$ cat config.mk
export PLATFORM = sky130hd
export DESIGN_NAME = fetch_unit
export DESIGN_NICKNAME = d
export VERILOG_FILES = /design/src/rtl/fetch_unit.sv
export SDC_FILE = /design/constraint.sdc
export NUM_CORES = 1
export LEC_CHECK = 0
export ABC_CLOCK_PERIOD_IN_PS = 4040
export BUFFER_PORTS_ARGS = -buffer_cell sky130_fd_sc_hd__buf_2
export CELL_PAD_IN_SITES_DETAIL_PLACEMENT = 0
export CELL_PAD_IN_SITES_GLOBAL_PLACEMENT = 1
export CORE_MARGIN = 10
export CORE_UTILIZATION = 45
export DETAILED_ROUTE_END_ITERATION = 6
export GPL_TIMING_DRIVEN = 0
export PLACE_DENSITY = 0.74
export SETUP_SLACK_MARGIN = 0.02
export SLEW_MARGIN = 20
export SYNTH_ARGS = -nofsm -noshare
export SYNTH_HDL_FRONTEND = slang
export SYNTH_SLANG_ARGS = --single-unit
$ cat constraint.sdc
create_clock -name clock -period 4.04 [get_ports clock]
set_clock_uncertainty 0.1 [all_clocks]
set_input_delay 0.808 -clock clock [delete_from_list [all_inputs] [get_ports clock]]
set_output_delay 0.808 -clock clock [all_outputs]
set_load 0.02 [all_outputs]
$ cat src/rtl/fetch_unit.sv
// -----------------------------------------------------------------------------
// fetch_unit
//
// Instruction fetch stage sitting directly in front of decode. It owns the
// fetch PC, issues in-order word reads to instruction memory, buffers the
// returned words together with their PCs in a small FIFO and presents the
// FIFO head to decode as {pc, insn}. Decode treats insn == 0 as a NOP.
// A branch/jump redirect flushes the buffer. It also arranges for responses
// that are still in flight to be thrown away when they come back.
//
// Parameters
//   RESET_PC    fetch PC loaded on reset
//   FIFO_DEPTH  instruction buffer entries (power of 2, >= 2)
//   MAX_OUTSTD  max IMEM requests in flight (1..FIFO_DEPTH)
//
// Ports
//   clock        in   1   rising-edge clock
//   reset        in   1   asynchronous, active-high reset
//   imem_req     out  1   read request, accepted every cycle it is high
//   imem_addr    out  32  word-aligned read address (the fetch PC)
//   imem_rvalid  in   1   in-order read response valid
//   imem_rdata   in   32  read response instruction word
//   stall        in   1   decode cannot accept; hold the current output
//   redirect     in   1   branch/jump taken; flush and refetch
//   redirect_pc  in   32  new fetch target, bits [1:0] ignored
//   pc           out  32  PC of the presented instruction (0 when not valid)
//   insn         out  32  presented instruction (0 when not valid)
//   insn_valid   out  1   FIFO head is valid
//
// Optional feature (macro FETCH_PERF_CNT_EN)
//   perf_fetched out  32  number of instructions handed to decode
//   perf_stall   out  32  cycles with a valid instruction held by stall
// -----------------------------------------------------------------------------
module fetch_unit #(
  parameter logic [31:0] RESET_PC   = 32'h8002_0000,
  parameter int          FIFO_DEPTH = 4,
  parameter int          MAX_OUTSTD = 2
) (
  input  logic        clock,
  input  logic        reset,
  output logic        imem_req,
  output logic [31:0] imem_addr,
  input  logic        imem_rvalid,
  input  logic [31:0] imem_rdata,
  input  logic        stall,
  input  logic        redirect,
  input  logic [31:0] redirect_pc,
  output logic [31:0] pc,
  output logic [31:0] insn,
  output logic        insn_valid
`ifdef FETCH_PERF_CNT_EN
  ,
  output logic [31:0] perf_fetched,
  output logic [31:0] perf_stall
`endif
);

  localparam int FA_W = (FIFO_DEPTH > 1) ? $clog2(FIFO_DEPTH) : 1;
  localparam int FC_W = FA_W + 1;
  localparam int PQ_W = (MAX_OUTSTD > 1) ? $clog2(MAX_OUTSTD) : 1;
  localparam int OC_W = $clog2(MAX_OUTSTD + 1);

  // Fetch PC and request bookkeeping
  logic [31:0]     fetch_pc;
  logic [OC_W-1:0] outstanding;
  logic [OC_W-1:0] drop_cnt;

  // PC queue: address of every request in flight, oldest at pcq_rd
  logic [31:0]     pcq [MAX_OUTSTD];
  logic [PQ_W-1:0] pcq_rd;
  logic [PQ_W-1:0] pcq_wr;

  // Instruction buffer
  logic [31:0]     fifo_pc   [FIFO_DEPTH];
  logic [31:0]     fifo_insn [FIFO_DEPTH];
  logic [FA_W-1:0] rd_ptr;
  logic [FA_W-1:0] wr_ptr;
  logic [FC_W-1:0] fifo_count;

  logic [31:0] credits_used;
  logic        issue;
  logic        push;
  logic        pop;
  logic [31:0] redirect_target;
  logic        redirect_pc_low_unused;

  // The PC queue depth need not be a power of two, so wrap explicitly.
  function automatic logic [PQ_W-1:0] pcq_next(input logic [PQ_W-1:0] p);
    return (p == PQ_W'(MAX_OUTSTD - 1)) ? '0 : p + PQ_W'(1);
  endfunction

  assign redirect_target        = {redirect_pc[31:2], 2'b00};
  assign redirect_pc_low_unused = ^redirect_pc[1:0];

  // Credits count both buffered words and reads still in flight (including
  // ones that will be dropped), so a returning word always has a free slot.
  // The pre-pop occupancy is used deliberately to keep the request path
  // independent of stall.
  always_comb begin
    credits_used = 32'(fifo_count) + 32'(outstanding);
  end

  assign issue = ~reset & ~redirect
               & (credits_used < 32'(FIFO_DEPTH))
               & (32'(outstanding) < 32'(MAX_OUTSTD));

  assign push = imem_rvalid & ~redirect & (drop_cnt == '0);
  assign pop  = insn_valid & ~stall & ~redirect;

  assign imem_req  = issue;
  assign imem_addr = fetch_pc;

  // Outputs come straight from the registered FIFO head; nothing here
  // depends combinationally on imem_rdata.
  assign insn_valid = (fifo_count != '0);
  assign pc         = insn_valid ? fifo_pc[rd_ptr]   : 32'h0;
  assign insn       = insn_valid ? fifo_insn[rd_ptr] : 32'h0;

  // Fetch PC: redirect wins, otherwise advance by one word per issued read.
  always_ff @(posedge clock or posedge reset) begin
    if (reset) begin
      fetch_pc <= RESET_PC;
    end else if (redirect) begin
      fetch_pc <= redirect_target;
    end else if (issue) begin
      fetch_pc <= fetch_pc + 32'd4;
    end
  end

  // Outstanding reads: every issue adds one, every response retires one,
  // whether that response is kept or dropped.
  always_ff @(posedge clock or posedge reset) begin
    if (reset) begin
      outstanding <= '0;
    end else begin
      outstanding <= outstanding + OC_W'(issue) - OC_W'(imem_rvalid);
    end
  end

  // Drop counter: on redirect every read still in flight becomes stale.
  // A response arriving in the redirect cycle itself is already being
  // discarded, so it is not counted again.
  always_ff @(posedge clock or posedge reset) begin
    if (reset) begin
      drop_cnt <= '0;
    end else if (redirect) begin
      drop_cnt <= outstanding - OC_W'(imem_rvalid);
    end else if (imem_rvalid && (drop_cnt != '0)) begin
      drop_cnt <= drop_cnt - OC_W'(1);
    end
  end

  // PC queue pointers. Entries are not flushed on redirect; the stale
  // responses still return in order and retire their own entries.
  always_ff @(posedge clock or posedge reset) begin
    if (reset) begin
      pcq_rd <= '0;
      pcq_wr <= '0;
    end else begin
      if (issue) begin
        pcq_wr <= pcq_next(pcq_wr);
      end
      if (imem_rvalid) begin
        pcq_rd <= pcq_next(pcq_rd);
      end
    end
  end

  // PC queue storage carries data only, so it needs no reset.
  always_ff @(posedge clock) begin
    if (issue) begin
      pcq[pcq_wr] <= fetch_pc;
    end
  end

  // Instruction buffer control. Simultaneous push and pop is fine even when
  // full; credits keep a lone push away from a full buffer.
  always_ff @(posedge clock or posedge reset) begin
    if (reset) begin
      rd_ptr     <= '0;
      wr_ptr     <= '0;
      fifo_count <= '0;
    end else if (redirect) begin
      rd_ptr     <= '0;
      wr_ptr     <= '0;
      fifo_count <= '0;
    end else begin
      if (push) begin
        wr_ptr <= wr_ptr + FA_W'(1);
      end
      if (pop) begin
        rd_ptr <= rd_ptr + FA_W'(1);
      end
      fifo_count <= fifo_count + FC_W'(push) - FC_W'(pop);
    end
  end

  // Instruction buffer storage: each word is paired with the PC of the
  // oldest in-flight request, which is the one it answers.
  always_ff @(posedge clock) begin
    if (push) begin
      fifo_pc[wr_ptr]   <= pcq[pcq_rd];
      fifo_insn[wr_ptr] <= imem_rdata;
    end
  end

`ifdef FETCH_PERF_CNT_EN
  // Performance counters: instructions delivered, and cycles decode held a
  // valid instruction. Both wrap naturally at 2^32.
  always_ff @(posedge clock or posedge reset) begin
    if (reset) begin
      perf_fetched <= 32'h0;
      perf_stall   <= 32'h0;
    end else begin
      if (pop) begin
        perf_fetched <= perf_fetched + 32'd1;
      end
      if (insn_valid && stall) begin
        perf_stall <= perf_stall + 32'd1;
      end
    end
  end
`else
  // Built without performance counters.
`endif

endmodule
Word-level counts from Yosys, hierarchy flattened

Memories as Yosys holds them, arrays and structs flattened.
Cells that the tools add are included.

Reduce and logical (&&, ||, !) cells: 8
Bitwise logic cells: 10
Order comparisons: 2
Multiplexer cells: 17
$add $sub $neg: 12

Operator list:

| operator                                                              | count |
|---|---|
| 32-bit 2-to-1 mux                                                     | 4 |
| 32-bit by 3-bit adder with 32-bit output (second input constant)      | 1 |
| 2-bit 2-to-1 mux                                                      | 6 |
| 2-bit nonzero test                                                    | 5 |
| 1-bit bitwise AND                                                     | 7 |
| 1-bit 2-to-1 mux                                                      | 6 |
| 2-bit by 1-bit adder with 2-bit output (second input constant)        | 2 |
| 3-bit by 2-bit adder with 4-bit output                                | 1 |
| 4-bit by 3-bit < comparator with 1-bit output (second input constant) | 1 |
| 2-bit by 1-bit subtractor with 2-bit output                           | 2 |
| 3-bit by 1-bit adder with 3-bit output                                | 1 |
| 3-bit 2-to-1 mux                                                      | 1 |
| 1-bit inverter                                                        | 3 |
| 3-bit nonzero test                                                    | 1 |
| 3-bit by 1-bit subtractor with 3-bit output                           | 1 |
| 1-bit adder (second input constant)                                   | 2 |
| 2-bit by 1-bit adder with 2-bit output                                | 1 |
| 2-bit zero test                                                       | 1 |
| 2-bit < comparator (second input constant)                            | 1 |
| 2-bit by 1-bit subtractor with 2-bit output (second input constant)   | 1 |
| 1-bit logical AND                                                     | 1 |

Bits in registers: 45
Bits in writable memories: 320
Logic and storage cells: 60
Output and inout port bits: 98
Memories kept: 3
Bits of input ports: 69

Memory list:

| memory    | depth | width | rd ports | clocked after memory_dff | wr ports | RTL line | source |
|---|---|---|---|---|---|---|---|
| fifo_insn | 4     | 32    | 1        | 0                        | 1        | 75       | `logic [31:0] fifo_insn [FIFO_DEPTH];` |
| fifo_pc   | 4     | 32    | 1        | 0                        | 1        | 74       | `logic [31:0] fifo_pc [FIFO_DEPTH];` |
| pcq       | 2     | 32    | 1        | 0                        | 1        | 69       | `logic [31:0] pcq [MAX_OUTSTD];` |

Longest topological paths before layout

Depth in word-level cells: 6
Gate-level depth with buffers: 12
Depth with buffers taken out: 12

Worst setup path after synthesis

Ideal clock, no wire load.

Path kind: input -> register
Start point: input port reset
End point: memory pcq[0][10], enable pin
Cell stages on the path: 4
Buffers on the path: 1
Path slack: -180 ps
Arrival time: 3665 ps
Setup time: 455 ps
Required time: 3485 ps
Path through: nor4_2 nand2_1 clkbuf_1 nor3_1

Cells in the longest elaborated chain, start to end: 6

Ends and longest elaborated chain:

| what                                   | RTL line | source |
|---|---|---|
| from (decl)                            | 40       | `input logic reset,` |
| 1-bit inverter                         | 103      | `assign issue = ~reset & ~redirect` |
| 1-bit bitwise AND                      | 103      |  |
| 1-bit bitwise AND                      | 104      | `& (credits_used < 32'(FIFO_DEPTH))` |
| 1-bit bitwise AND                      | 105      | `& (32'(outstanding) < 32'(MAX_OUTSTD));` |
| 1-bit 2-to-1 mux                       | 171      | `if (issue) begin` |
| 1-bit 2-to-1 mux (not written as such) | 172      | `pcq[pcq_wr] <= fetch_pc;` |
| to (decl)                              | 69       |  |

Every way passes these cells.

Worst setup path in the final report

Start point: register outstanding[1]
End point: output port imem_req

Cells in the longest elaborated chain, start to end: 4
Elaborated cells on any way between the ends: 5
Those cells by class: 1 x add/sub; 2 x order compare; 2 x bitwise

Ends and longest elaborated chain:

| what                                          | RTL line | source |
|---|---|---|
| from (decl)                                   | 65       | `logic [OC_W-1:0] outstanding;` |
| from (signal assigned)                        | 136      | `outstanding <= outstanding + OC_W'(issue) - OC_W'(imem_rvalid);` |
| 3-bit by 2-bit adder with 4-bit output        | 100      | `credits_used = 32'(fifo_count) + 32'(outstanding);` |
| 4-bit by 3-bit < comparator with 1-bit output | 104      |  |
| 1-bit bitwise AND                             | 104      |  |
| 1-bit bitwise AND *                           | 105      |  |
| to (decl)                                     | 41       | `output logic imem_req,` |

Mark *: on every way between the ends. The rest lies on a longest branch, timed or not.

==> impl_metrics.py <==
metrics = {
    "outcome": {
        "status": "complete, no violations",
    },
    "layout": {
        "multi_input_area_um2": 3740,
        "nets": 1102,
        "synthToLayoutAreaGrowth_pct": 20.19,
        "drive_gt1_share_pct": 33.17,
        "register_area_um2": 10330,
        "final_util_pct": 54.55,
        "final_common_cell": "edfxtp_1",
        "final_cell_mix": "308 x edfxtp_1, 162 x buf_2, 69 x nor2b_1",
        "fill_cells": 2531,
    },
    "sta": {
        "holdWs_ps": 310.4,
        "slew_violations": 0,
        "fin_crit_sh_pct": 93.79,
        "fin_crit_ps": 3789,
        "grt_setup_unrepaired": "false",
        "hold_viol": 0,
        "slew_headroom_pct": 40.90,
        "worst_slew_pin_slew_ps": 886.5,
        "setup_violations": 0,
        "fmax_ghz": 0.2639,
    },
    "drt": {
        "via_count": 8013,
        "viasPerCell": 5.511,
        "ant_nets": 0,
        "drt_iter0_markers": 482,
        "routed_wl_um": 31600,
        "dr.pass1.iters": 5,
        "wl_per_cell_um": 21.74,
        "drc_errors": 0,
    },
    "synth": {
        "yosysSeqAreaShare_pct": 72.30,
        "synth_ff_type": "edfxtp_1",
        "synthArstFlopShare_pct": 12.25,
        "synth-seq-cells": 351,
        "ys_warn_count": 0,
        "ys_types": 52,
        "syn_inst": 812,
        "syn_avg_cell_area_um2": 17.59,
        "synth-edff-count": 308,
        "syn_area_um2": 14280,
        "synth_area_leaders": "edfxtp_1 65%, mux4_2 9.8%, dfrtp_1 7.2%",
        "synth_top_cell_by_area": "edfxtp_1",
        "synthDominantCellAreaShare_pct": 64.75,
    },
    "worst_setup_path": {
        "cp.required_ps": 3130,
        "worstPathCellList": "ha_1 > nor4_4 > nand2_1 > clkbuf_1 > nor2_1 > buf_2",
        "critPathLaunchType": "flip-flop",
        "arrival_ps": 2880,
        "crit_path_end_kind": "output pin",
        "crit_type": "flip-flop to output pin",
        "worst-path-max-fanout": 10,
        "crit_slowest_cell": "nor4_4",
        "slowest_delay_ps": 570,
    },
    "flow_run": {
        "max_cap_viol_count": 0,
    },
    "floorplan": {
        "rows": 65,
        "ios": 167,
        "coreArea_um2": 31470,
        "die-area_um2": 39270,
        "die_w_um": 198.2,
        "die_y_um": 198.2,
        "start_util_pct": 45.39,
    },
    "global_routing": {
        "grt_max_degree": 46,
        "overflow": 0,
        "busiest_layer": "met2",
        "grt_pass1_wl_um": 49450,
        "grt.total_usage_pct": 16.25,
        "grt.met1_usage_pct": 22.46,
        "first_global_vias": 8366,
        "antenna_found_initial": 0,
        "grt_use_met2_pct": 25.18,
        "use_met3_pct": 4.176,
    },
    "hold_path": {
        "holdCritPathClass": "input pin to async pin",
    },
    "clock_network": {
        "cts.htree.levels": 2,
        "tritoncts": "done",
        "cts.reportedPaths.clkPinSlew_ps": 60,
        "cts_root_buffer": "clkbuf_16",
        "clock-sinks": 351,
        "cts_buffers": 37,
        "cts_hold_buf": 0,
        "cts_buffer_depth": 3,
        "clkLatencyLatePin_ps": 510,
    },
    "power_and_ir_drop": {
        "vdd.ir_drop.worst_mv": 0.2646,
        "leakage_nw": 5.942,
        "power_density_nw_per_um2": 635.3,
    },
    "place": {
        "io_buffers": 160,
        "gp_congestion": 0.8234,
        "dp_hpwl_um": 21030,
    },
}
cells by family after synthesis:
family / synth area share [%]
AO/OA/AOI/OAI: 2.934
flip-flops: 72.30
multiplexers: 12.21
AND/OR/NAND/NOR: 8.654
XOR/XNOR: 0.9197
adder cells (fa/ha/maj): 1.104
other: 0.02625
buffers and inverters: 1.857
registers in the layout (all words and copies together) (netlist names):
register and cells:
drop_cnt 2, fifo_count 3, fifo_insn 128, fifo_pc 120, imem_addr 30, outstanding 2, pcq 60, pcq_rd 1
pcq_wr 1, rd_ptr 2, wr_ptr 2
stage by stage:
step	worst slack [ps]	cells	setup TNS, ps	area, µm²	total power, W
final	250.7	1454	0	17170	0.01091
after floorplan	623.1	815	0	14300	0.006377
after detailed placement	84.41	1384	0	15790	0.007345
after CTS	38.94	1451	0	17160	0.01106
after global placement	-996.3	1377	-257490	15610	0.007292
after global routing	50.20	1451	0	17160	0.01143
cell usage after synthesis (all sizes together) (14+ instances only):
cell      n
nand4    14
inv      18
a31oi    14
nor2     31
mux4     62
buf      18
nor2b    69
nand2    18
nand3    20
mux2     30
clkbuf   28
edfxtp  308
dfrtp    41
critical path: cells and delay by family, from the launching register on:
family / cells / cell delay (ps)
AND/OR/NAND/NOR: 3 / 1070
adder cells (fa/ha/maj): 1 / 260
flip-flops: 1 / 440
buffers and inverters: 2 / 580
routing by layer:
| layer | vias to the layer above | wire length [µm] |
|---|---|---|
| li1 | 3635 | - |
| met5 | - | 0 |
| met2 | 284 | 14500 |
| met3 | 41 | 2342 |
| met1 | 4053 | 14220 |
| met4 | 0 | 548 |
report_power, final:
part | internal (W) | switching, W | leakage (nW)
registers | 0.00434 | 0.000169 | 3.28
logic | 0.00106 | 0.00165 | 2.00
clock network | 0.00234 | 0.00135 | 0.667
final cells by class:
cell class | instances | area share [%]
repair buffers | 167 | 5.619
flip-flops and latches | 351 | 60.15
clock buffers | 48 | 6.289
diodes | 3 | 0.04373
well taps | 402 | 2.930
multi-input cells | 400 | 21.78
clock inverters | 19 | 1.625
inverters | 18 | 0.3935
plain buffers | 46 | 1.166
final timing paths:
kind | slack (ps) | endpoint | start | cells after the start
hold reg to reg | 450 | pcq_wr$_DFFE_PP0P_ | pcq_wr$_DFFE_PP0P_ | 1
min in group clock | 400 | imem_addr[4]$_DFFE_PP0P_ | redirect_pc[4] | 3
setup reg to reg | 730 | pcq[1][10]$_DFFE_PP_ | outstanding[1]$_DFF_PP0_ | 5
max in group asynchronous | 3000 | imem_addr[8]$_DFFE_PP0P_ | reset | 3
hold / removal | 310 | rd_ptr[0]$_DFFE_PP0P_ | reset | 2
setup / recovery | 250 | imem_req | outstanding[1]$_DFF_PP0_ | 6
repair_timing:
item                       4_1_cts  5_1_grt
setup endpoints to repair       31       11
pin swaps                        0        0
gates resized for setup          2        4
buffers inserted                 0        0
cloned                           0        0
No activity file was read; power rests on OpenSTA's default activity.
